[src/rtl/slt_pkg.sv]
// Shared constants, FSM state type and id-width helper for the SLT arbiter slice.
package slt_pkg;

    localparam int unsigned SLT_WIDTH = 32;

    typedef enum logic [1:0] {
        IDLE,
        CMP,
        RESP
    } slt_arb_state_t;

    function automatic int unsigned slt_id_width(input int unsigned n);
        return (n > 1) ? $clog2(n) : 1;
    endfunction

endpackage

[src/rtl/slt_compare.sv]
// Combinational set-less-than: lt_o = (a_i < b_i), signed or unsigned.
module slt_compare
    import slt_pkg::*;
#(
    parameter int unsigned WIDTH = SLT_WIDTH
) (
    input  logic [WIDTH-1:0] a_i,
    input  logic [WIDTH-1:0] b_i,
    input  logic             signed_i,
    output logic             lt_o
);

    logic [WIDTH:0] ext_a;
    logic [WIDTH:0] ext_b;
    logic [WIDTH:0] diff;
    logic           unused_diff;

    // One extra bit keeps the true sign of the difference even on signed overflow.
    always_comb begin
        ext_a = {signed_i & a_i[WIDTH-1], a_i};
        ext_b = {signed_i & b_i[WIDTH-1], b_i};
        diff  = ext_a - ext_b;
        lt_o  = diff[WIDTH];
    end

    assign unused_diff = ^diff[WIDTH-1:0];

endmodule

[src/rtl/slt_arbiter.sv]
// Shares one SLT compare unit among NUM_REQ requesters, one transaction in flight.
// Define SLT_ARB_RR_EN for round-robin arbitration; otherwise lowest index wins.
module slt_arbiter
    import slt_pkg::*;
#(
    parameter int unsigned NUM_REQ = 4,
    parameter int unsigned WIDTH   = SLT_WIDTH
) (
    input  logic                             clk,
    input  logic                             rst_n,
    input  logic [NUM_REQ-1:0]               req_valid,
    output logic [NUM_REQ-1:0]               req_ready,
    input  logic [NUM_REQ*WIDTH-1:0]         req_a,
    input  logic [NUM_REQ*WIDTH-1:0]         req_b,
    input  logic [NUM_REQ-1:0]               req_signed,
    output logic                             resp_valid,
    input  logic                             resp_ready,
    output logic                             resp_res,
    output logic [slt_id_width(NUM_REQ)-1:0] resp_id,
    output logic                             busy
);

    localparam int unsigned IdW = slt_id_width(NUM_REQ);
    typedef logic [IdW-1:0] id_t;

    slt_arb_state_t   state_q, state_d;
    logic [WIDTH-1:0] a_q, a_d;
    logic [WIDTH-1:0] b_q, b_d;
    logic             sgn_q, sgn_d;
    id_t              id_q, id_d;
    logic             res_q, res_d;
    logic             resp_valid_q, resp_valid_d;
    id_t              grant_id;
    logic             grant_vld;
    logic             cmp_lt;
    logic             accept;

`ifdef SLT_ARB_RR_EN
    id_t ptr_q, ptr_d;

    // First valid index strictly after the last grant, wrapping.
    always_comb begin
        id_t cand;
        cand      = '0;
        grant_id  = '0;
        grant_vld = 1'b0;
        for (int unsigned k = 1; k <= NUM_REQ; k++) begin
            cand = id_t'((32'(ptr_q) + k) % NUM_REQ);
            if (!grant_vld && req_valid[cand]) begin
                grant_vld = 1'b1;
                grant_id  = cand;
            end
        end
    end

    always_comb begin
        ptr_d = ptr_q;
        if (accept) begin
            ptr_d = grant_id;
        end
    end

    always_ff @(posedge clk or negedge rst_n) begin
        if (!rst_n) begin
            ptr_q <= id_t'(NUM_REQ - 1);
        end else begin
            ptr_q <= ptr_d;
        end
    end
`else
    always_comb begin
        grant_id  = '0;
        grant_vld = 1'b0;
        for (int i = NUM_REQ - 1; i >= 0; i--) begin
            if (req_valid[id_t'(i)]) begin
                grant_vld = 1'b1;
                grant_id  = id_t'(i);
            end
        end
    end
`endif

    assign accept = (state_q == IDLE) && grant_vld;

    always_comb begin
        req_ready = '0;
        if (accept) begin
            req_ready[grant_id] = 1'b1;
        end
    end

    slt_compare #(
        .WIDTH (WIDTH)
    ) u_slt_compare (
        .a_i      (a_q),
        .b_i      (b_q),
        .signed_i (sgn_q),
        .lt_o     (cmp_lt)
    );

    always_comb begin
        state_d      = state_q;
        a_d          = a_q;
        b_d          = b_q;
        sgn_d        = sgn_q;
        id_d         = id_q;
        res_d        = res_q;
        resp_valid_d = resp_valid_q;
        case (state_q)
            IDLE: begin
                if (grant_vld) begin
                    a_d     = req_a[32'(grant_id) * WIDTH +: WIDTH];
                    b_d     = req_b[32'(grant_id) * WIDTH +: WIDTH];
                    sgn_d   = req_signed[grant_id];
                    id_d    = grant_id;
                    state_d = CMP;
                end
            end
            CMP: begin
                res_d        = cmp_lt;
                resp_valid_d = 1'b1;
                state_d      = RESP;
            end
            RESP: begin
                if (resp_ready) begin
                    resp_valid_d = 1'b0;
                    state_d      = IDLE;
                end
            end
            default: state_d = IDLE;
        endcase
    end

    always_ff @(posedge clk or negedge rst_n) begin
        if (!rst_n) begin
            state_q      <= IDLE;
            a_q          <= '0;
            b_q          <= '0;
            sgn_q        <= 1'b0;
            id_q         <= '0;
            res_q        <= 1'b0;
            resp_valid_q <= 1'b0;
        end else begin
            state_q      <= state_d;
            a_q          <= a_d;
            b_q          <= b_d;
            sgn_q        <= sgn_d;
            id_q         <= id_d;
            res_q        <= res_d;
            resp_valid_q <= resp_valid_d;
        end
    end

    assign resp_valid = resp_valid_q;
    assign resp_res   = res_q;
    assign resp_id    = id_q;
    assign busy       = (state_q != IDLE);

endmodule

[config.mk]
export PLATFORM = sky130hd
export DESIGN_NAME = slt_arbiter
export DESIGN_NICKNAME = d
export VERILOG_FILES = /design/src/rtl/slt_pkg.sv /design/src/rtl/slt_compare.sv /design/src/rtl/slt_arbiter.sv
export SDC_FILE = /design/constraint.sdc
export NUM_CORES = 1
export LEC_CHECK = 0
export BUFFER_PORTS_ARGS = -buffer_cell sky130_fd_sc_hd__buf_2
export CORE_ASPECT_RATIO = 0.8
export CORE_MARGIN = 2
export CORE_UTILIZATION = 35
export CTS_CLUSTER_SIZE = 16
export DETAILED_ROUTE_END_ITERATION = 8
export GPL_ROUTABILITY_DRIVEN = 0
export HOLD_SLACK_MARGIN = 0.03
export PLACE_DENSITY = 0.68
export SLEW_MARGIN = 20
export SYNTH_ARGS = -nofsm -noshare
export SYNTH_HDL_FRONTEND = slang
export SYNTH_SLANG_ARGS = --single-unit
[constraint.sdc]
create_clock -name clk -period 2.23 [get_ports clk]
set_input_delay 0.446 -clock clk [delete_from_list [all_inputs] [get_ports clk]]
set_output_delay 0.446 -clock clk [all_outputs]
set_load 0.03 [all_outputs]
---- Word level (Yosys, flattened, before mapping) ----
Cells that the tools add are included.
word-level totals
  bits in registers ....................... 71
  latch bits .............................. 0
  RAM bits ................................ 0
  memory bits (read-only) ................. 0
  input port bits ......................... 267
  output and inout bits ................... 9
  logic and storage cells ................. 44
  memories ................................ 0
cells by class
  $add $sub $neg .......................... 1
  $mul .................................... 0
  div/mod/pow operators ................... 0
  order comparisons ....................... 2
  eq/ne operators ......................... 4
  shift operators ......................... 2
  muxes and demuxes ....................... 18
  bitwise gates (word level) .............. 2
  reduce and logical (&&, ||, !) cells .... 8
operators by type and width
  operator              count
  $shiftx A128 B8 Y32   2
  $sub A33 B33 Y33      1
  $mux W2               6
  $mux W1               7
  $pmux W2 S3           1
  $reduce_and A2 Y1     3
  $mux W4               1
  $ne A2 B2 Y1 const B  2
  $reduce_bool A2 Y1    2
  $lt A2 B3 Y1 const B  1
  $and A1 B1 Y1         2
  $bmux W1 S2           1
  $demux W1 S2          1
  $eq A2 B1 Y1 const B  1
  $eq A2 B2 Y1 const B  1
  $ge A2 B1 Y1 const B  1
  $logic_and A1 B1 Y1   2
  $logic_not A2 Y1      1
  $pmux W1 S2           1

---- Logic depth before layout (Yosys ltp) ----
Gate-level depths: netlist of run 1.
  depth after elaboration ................. 9
  mapped depth ............................ 8
  gate-level depth less buffers ........... 8

---- Cells and area by module ----
A second synthesis of run 1 with hierarchy kept.
unflattened totals
  cell total of the unflattened synthesis .. 883
  area, all modules ....................... 6782.8 um^2
modules (own cells, without submodules)
  module       instances  cells each  area each (um^2)  seq. area each (um^2)
  slt_arbiter  1          766         5965.7            1776.7
  slt_compare  1          117         817.0             0.0

---- Worst setup path after synthesis of run 1 ----
No wires, ideal clock.
  path type ............................... input-to-output
  from .................................... input port req_valid[1]
  to ...................................... output port req_ready[3]
  data arrival time ....................... 2148 ps
  slack ................................... -364 ps
  stages .................................. 5
  path buffers ............................ 2
  path through ............................ nor3_1 > clkbuf_1 > clkbuf_1 > nand2_1 > nor3_1
between the ends
  cells in the longest elaborated chain, start to end .. 7
RTL lines
  item                                                                       line               RTL
  from (decl)                                                                slt_arbiter.sv:11  input logic [NUM_REQ-1:0] req_valid,
  $mux W2 (2 in a row)                                                       slt_arbiter.sv:75  if (req_valid[id_t'(i)]) begin
  $lt A2 B3 Y1 (not written as such) / $ge A2 B1 Y1 (equally long branches)  slt_arbiter.sv:88  req_ready[grant_id] = 1'b1;
  $logic_and A1 B1 Y1 (not written as such)                                  slt_arbiter.sv:88
  $mux W1 (not written as such)                                              slt_arbiter.sv:88
  $demux W1 S2                                                               slt_arbiter.sv:88
  $mux W4 *                                                                  slt_arbiter.sv:87  if (accept) begin
  to (decl)                                                                  slt_arbiter.sv:12  output logic [NUM_REQ-1:0] req_ready,
Mark *: on every way between the ends. The rest lies on a longest branch, timed or not.

---- Worst setup path in the final report of run 1 ----
  from .................................... register a_q[25]
  to ...................................... register res_q (netlist: resp_res)
between the ends
  cells in the longest elaborated chain, start to end .. 1
RTL lines
  item                    line                RTL
  from (decl)             slt_arbiter.sv:27   logic [WIDTH-1:0] a_q, a_d;
  from (signal assigned)  slt_arbiter.sv:137  a_q <= '0;
  from (signal assigned)  slt_arbiter.sv:145  a_q <= a_d;
  $sub A33 B33 Y33        slt_compare.sv:22   diff = ext_a - ext_b;
  to (signal assigned)    slt_arbiter.sv:149  res_q <= res_d;
  to (decl)               slt_arbiter.sv:31   logic res_q, res_d;
No other way between the ends.
A chain may end at the register's enable or synchronous reset.

==> reports/results.tsv, run 1 <==
metric	value	unit
num_rows	38	
dp_hpwl	11200	um
holdCritPathClass	input port to asynchronous set/reset pin	
grt_pass1_wl	22900	um
crit_type	flip-flop to flip-flop	
cap_violations	0	
p_leak	3.45	nW
crit_chain	ha_1, nand4_1, buf_4, buf_4, buf_4, buf_4, buf_4, buf_4, nor3_4, a221oi_2, nand3_1, mux2i_1, a211o_1	
initial_core_util	36.2	%
syn_nets	697	
worstSetupEndpointType	flip-flop	
dr.pass1.iters	4	
wl_per_cell	15.8	um
clk_pin_slew	0.06	ns
dpl_cell_area	6830	sq um
cp_max_fo	2	
portBuffers	275	
tightestPinTransition	0.555	ns
die_h	110	um
ys_seq_area_share	35.8	%
track_usage	19.1	%
ir_worst_vdd	0.553	mV
syn_area	4960	sq um
synth_seq_cells	71	
clk_path_buf_depth	2	
layout-drive-gt1-share	64.5	%
cts_num_sinks	71	
fin_skew	0.00395	ns
ys_types	34	
htree_levels	3	
fin_setup_tns	-0.163	ns
dieArea	15100	sq um
min_period_over_period	107	%
powerDensity	1110	nW/um^2
cts_tree	done	
vias	4439	
arrival	2.61	ns
netlist_instances	399	
setup_viol	1	
grt_pass1_vias	5072	
fin_area	7320	sq um
remaining_drc_errors	0	
crit_top_cell	buf_4	
cts_buffers	9	
max-slew-margin-rel	63.0	%
clock.fmax	418	MHz
avgSynthCellArea	12.4	sq um
mostFrequentLayoutCells	buf_2 (274), dfrtp_1 (71), mux4_2 (65)	
num_antenna_cells	0	
core_region_area	13700	sq um
vias_per_cell	5.00	
drtAntennaViolNets	0	
drt_wl_total	14000	um
fin_ws	-0.163	ns
insertion_delay	0.33	ns
critPathLaunchType	flip-flop	
cp_data_required_time	2.45	ns
slowest_stage	dfrtp_1	
final_common_cell	buf_2	
area_growth	47.7	%
layout.nets	1000	
maxSlewViolCount	0	
ys_warn_count	0	
max_stage_delay	0.38	ns
drtIter0Drc	112	
grt_max_degree	79	
status	complete, but fails checks	
violations	setup timing	
hold_buffers	0	
io_pins	276	
rsz0062_at_grt	yes	
fillers	1232	
grt-ovfl-total	0	
final_util	53.5	%
fin_crit	2.39	ns
die_x	137	um
hold_viol	0	
antenna_found_initial	0	
root_buffer	clkbuf_16	
==> final cells by class <==
cell class	count	area, sq um	share of cell area, %
Multi-Input combinational cell	269	3140	42.9
Sequential cell	71	1780	24.3
Timing Repair Buffer	316	1750	23.9
Clock buffer	10	239	3.26
Tap cell	180	225	3.07
Inverter	35	131	1.79
Clock inverter	6	60.1	0.820
==> where the power goes <==
group          switching (mW)  internal, mW  total [mW]
registers               0.336          1.95        2.29
clock network           0.535         0.889        1.42
logic                    2.09          2.30        4.39
==> synth_stat cells, drive strengths merged <==
| master | count | area (sq um) |
|---|---|---|
| a2111o | 1 | 11.3 |
| a211o | 1 | 8.76 |
| a21oi | 17 | 85.1 |
| a221oi | 1 | 8.76 |
| a2bb2oi | 1 | 8.76 |
| a31oi | 1 | 6.26 |
| and2 | 2 | 12.5 |
| and3 | 1 | 6.26 |
| buf | 8 | 36.3 |
| clkbuf | 16 | 60.1 |
| dfrtp | 71 | 1780 |
| ha | 31 | 388 |
| inv | 35 | 131 |
| mux2 | 35 | 394 |
| mux2i | 1 | 10.0 |
| mux4 | 65 | 1460 |
| nand2 | 43 | 178 |
| nand2b | 4 | 25.0 |
| nand3 | 2 | 10.0 |
| nand4 | 5 | 37.5 |
| nor2 | 9 | 33.8 |
| nor3 | 3 | 15.0 |
| nor3b | 1 | 7.51 |
| o21a | 2 | 15.0 |
| o21ai | 38 | 190 |
| o21ba | 1 | 10.0 |
| o22ai | 1 | 6.26 |
| or4 | 2 | 15.0 |
| xor2 | 1 | 8.76 |
==> what timing repair did <==
action                     4_1_cts  5_1_grt
hold endpoints to repair         0        0
gates resized for setup          4       10
pin swaps                        8        7
setup endpoints to repair        1        1
setup buffers                    8        3
==> state kept, by name, indices dropped and copies added (netlist names) <==
name,cells
a_q,32
b_q,32
resp_id,2
resp_res,1
resp_valid,1
sgn_q,1
state_q,2
==> final timing paths <==
path / startpoint / end / slack, ns / cells past startpoint
worst min-delay path: rst_n / b_q[25] / 0.10 / 1
worst max-delay path: a_q[25] / resp_res / -0.16 / 13
min in group clk: resp_ready / state_q[1] / 0.37 / 4
worst min register to register: state_q[1] / resp_valid / 0.49 / 1
max in group asynchronous: rst_n / b_q[12] / 1.56 / 2
worst max register to register: a_q[25] / resp_res / -0.16 / 13
==> worst max-delay path, delay by kind of cell, from the launching register on <==
family / cells / cell delay (ns)
buffers and inverters: 6 / 0.81
AO/OA/AOI/OAI: 2 / 0.31
adder cells (fa/ha/maj): 1 / 0.32
flip-flops: 1 / 0.38
multiplexers: 1 / 0.07
AND/OR/NAND/NOR: 3 / 0.42
==> through the flow <==
stage / hold slack [ns] / setup WS (ns) / instances / power (mW)
floorplan: 0.150 / -0.0715 / 399 / 4.85
global placement: 0.468 / -0.193 / 860 / 6.10
detailed placement: 0.480 / -0.265 / 860 / 6.29
CTS: 0.119 / -0.194 / 884 / 7.94
global route: 0.145 / -0.251 / 887 / 8.81
finish: 0.101 / -0.163 / 887 / 8.10
==> cell families after synthesis <==
logic type / after synthesis / share of synthesized area [%]
multiplexers: 101 / 37.7
AO/OA/AOI/OAI: 64 / 7.06
buffers and inverters: 59 / 4.59
XOR/XNOR: 1 / 0.177
adder cells (fa/ha/maj): 31 / 7.82
flip-flops: 71 / 35.8
AND/OR/NAND/NOR: 72 / 6.86
==> routing by layer <==
metal | up-vias | track usage, % | wire, um
met1 | 2139 | 21.4 | 5380
li1 | 2118 | - | -
met3 | 15 | 5.00 | 946
met2 | 167 | 35.4 | 7560
met4 | 0 | 5.02 | 150
met5 | - | 0 | 0
(Power assumes the default switching activity.)
==> run 2, diff against run 1 <==
==> constraint.sdc (replaced) <==
create_clock -name clk -period 1.95 [get_ports clk]
set_input_delay 0.39 -clock clk [delete_from_list [all_inputs] [get_ports clk]]
set_output_delay 0.39 -clock clk [all_outputs]
set_load 0.03 [all_outputs]
==> run 2 against run 1 <==
Against the previous run:
- the flow still finishes with violations (setup timing)
- non-clock buffer count rose by 14
- clock power rose by 6%
- global-route usage rose by 0.12 points
- clock-buffer cell count rose by 3
- cell count rose by 1.6%
- sequential share of layout area fell by 0.26 points
- wire length rose by 3.4%
- core utilization rose by 0.58 points
- clock skew rose by 0.00083 ns
- die area did not move
- combinational power rose by 14%
- design area rose by 1.1%
- largest cell class unchanged
==> reports/results.tsv, run 2 (synthesis results as in run 1) <==
metric	value	unit
status	complete, but fails checks	
violations	setup timing	
track_usage	19.2	%
antenna_found_initial	0	
cp_max_fo	2	
die_x	137	um
reg2reg_slack	-0.47	ns
final_common_cell	buf_2	
dieArea	15100	sq um
mostFrequentLayoutCells	buf_2 (274), dfrtp_1 (71), mux4_2 (65)	
combPwrFrac	54.7	%
arrival	2.63	ns
holdCritPathClass	input port to asynchronous set/reset pin	
max-slew-margin-rel	67.4	%
cts_buffers	9	
portBuffers	275	
num_antenna_cells	0	
dr.pass1.iters	5	
layout.nets	1014	
clock.fmax	413	MHz
drtAntennaViolNets	0	
fin_skew	0.00478	ns
cts_num_sinks	71	
num_rows	38	
tightestPinTransition	0.490	ns
layout-drive-gt1-share	64.6	%
die_h	110	um
multi_input_area	3130	sq um
clk_path_buf_depth	2	
drtIter0Drc	135	
min_period_over_period	124	%
cp_data_required_time	2.16	ns
startpoint	a_q[22]	
power	9.14	mW
dp_hpwl	11900	um
io_pins	276	
powerDensity	1230	nW/um^2
fin_ws	-0.469	ns
fin_crit	2.42	ns
critPathLaunchType	flip-flop	
hold_viol	0	
final_util	54.1	%
ir_worst_vdd	0.480	mV
htree_levels	3	
root_buffer	clkbuf_16	
cap_violations	0	
swShare	36.9	%
grt_pass1_wl	23200	um
core_region_area	13700	sq um
vias	4502	
vias_per_cell	5.00	
internal_power	5.77	mW
pwr-share-clk	16.4	%
p_seq_share	28.8	%
grt-ovfl-total	0	
rsz0062_at_grt	yes	
grt_pass1_vias	5052	
worstSetupEndpointType	flip-flop	
area_growth	49.3	%
maxSlewViolCount	0	
cts_tree	done	
setup_viol	1	
rr_startpoint	a_q[22]	
fillers	1226	
wl_per_cell	16.1	um
clk_pin_slew	0.06	ns
drt_wl_total	14500	um
grt_max_degree	51	
crit_type	flip-flop to flip-flop	
initial_core_util	36.2	%
switchingPower	3.37	mW
reg_top3	a_q x32, b_q x32	
p_leak	3.50	nW
insertion_delay	0.32	ns
remaining_drc_errors	0	
regArea	1780	sq um
## run 2: repair_timing
item	in CTS	in global routing
setup endpoints to repair	2	2
gates resized for setup	3	9
pin swaps	3	4
setup buffers	4	0
hold buffers	0	0
gates cloned	0	0
## run 2: final timing paths
kind | to | depth (start not counted)
min | a_q[25] | 1
max reg2reg | resp_res | 7
min in group clk | state_q[1] | 4
min reg2reg | a_q[0] | 1
max in group asynchronous | b_q[11] | 2
max | resp_res | 7
## run 2: per-stage QoR
stage	std cells	setup WS, ns	area [sq um]	hold slack, ns	TNS, ns
after floorplan	399	-0.352	5010	0.0944	-0.642
after global routing	901	-0.537	7400	0.0582	-0.537
after CTS	901	-0.467	7320	0.0401	-0.467
after detailed placement	881	-0.578	6990	0.390	-5.90
final	901	-0.469	7400	0.0263	-0.469
after global placement	881	-0.464	6990	0.383	-4.95
## run 2: area by class of cell
cell class / count / share of cell area [%]
Sequential cell: 71 / 24.0
Clock inverter: 3 / 0.237
Inverter: 35 / 1.77
Tap cell: 180 / 3.04
Multi-Input combinational cell: 269 / 42.2
Timing Repair Buffer: 330 / 25.2
Clock buffer: 13 / 3.52
## run 2: worst max-delay path: stages, from the launching register on
cell and delay, ns:
dfrtp_1 0.42, ha_4 0.29, nand4_1 0.12, or4_4 0.54, or4_4 0.50, o22ai_4 0.12
mux2i_1 0.09, a211o_1 0.23
## run 2: layer usage
metal  track usage (%)  up-vias  share of wire, %
met5                 0        -                 0
met4              4.88        0               1.7
met3              4.22       24               6.3
met2              35.3      181                53
met1              22.3     2150                39
li1                  -     2147                 -
## run 2: power groups by stage
stage	Sequential, mW	Clock [mW]	Combinational (mW)
after global placement	2.56	0	4.55
after detailed placement	2.62	0	4.76
after CTS	2.60	1.55	4.87
after global routing	2.73	1.61	5.57
final	2.64	1.50	5.00
after floorplan	2.58	0	2.97
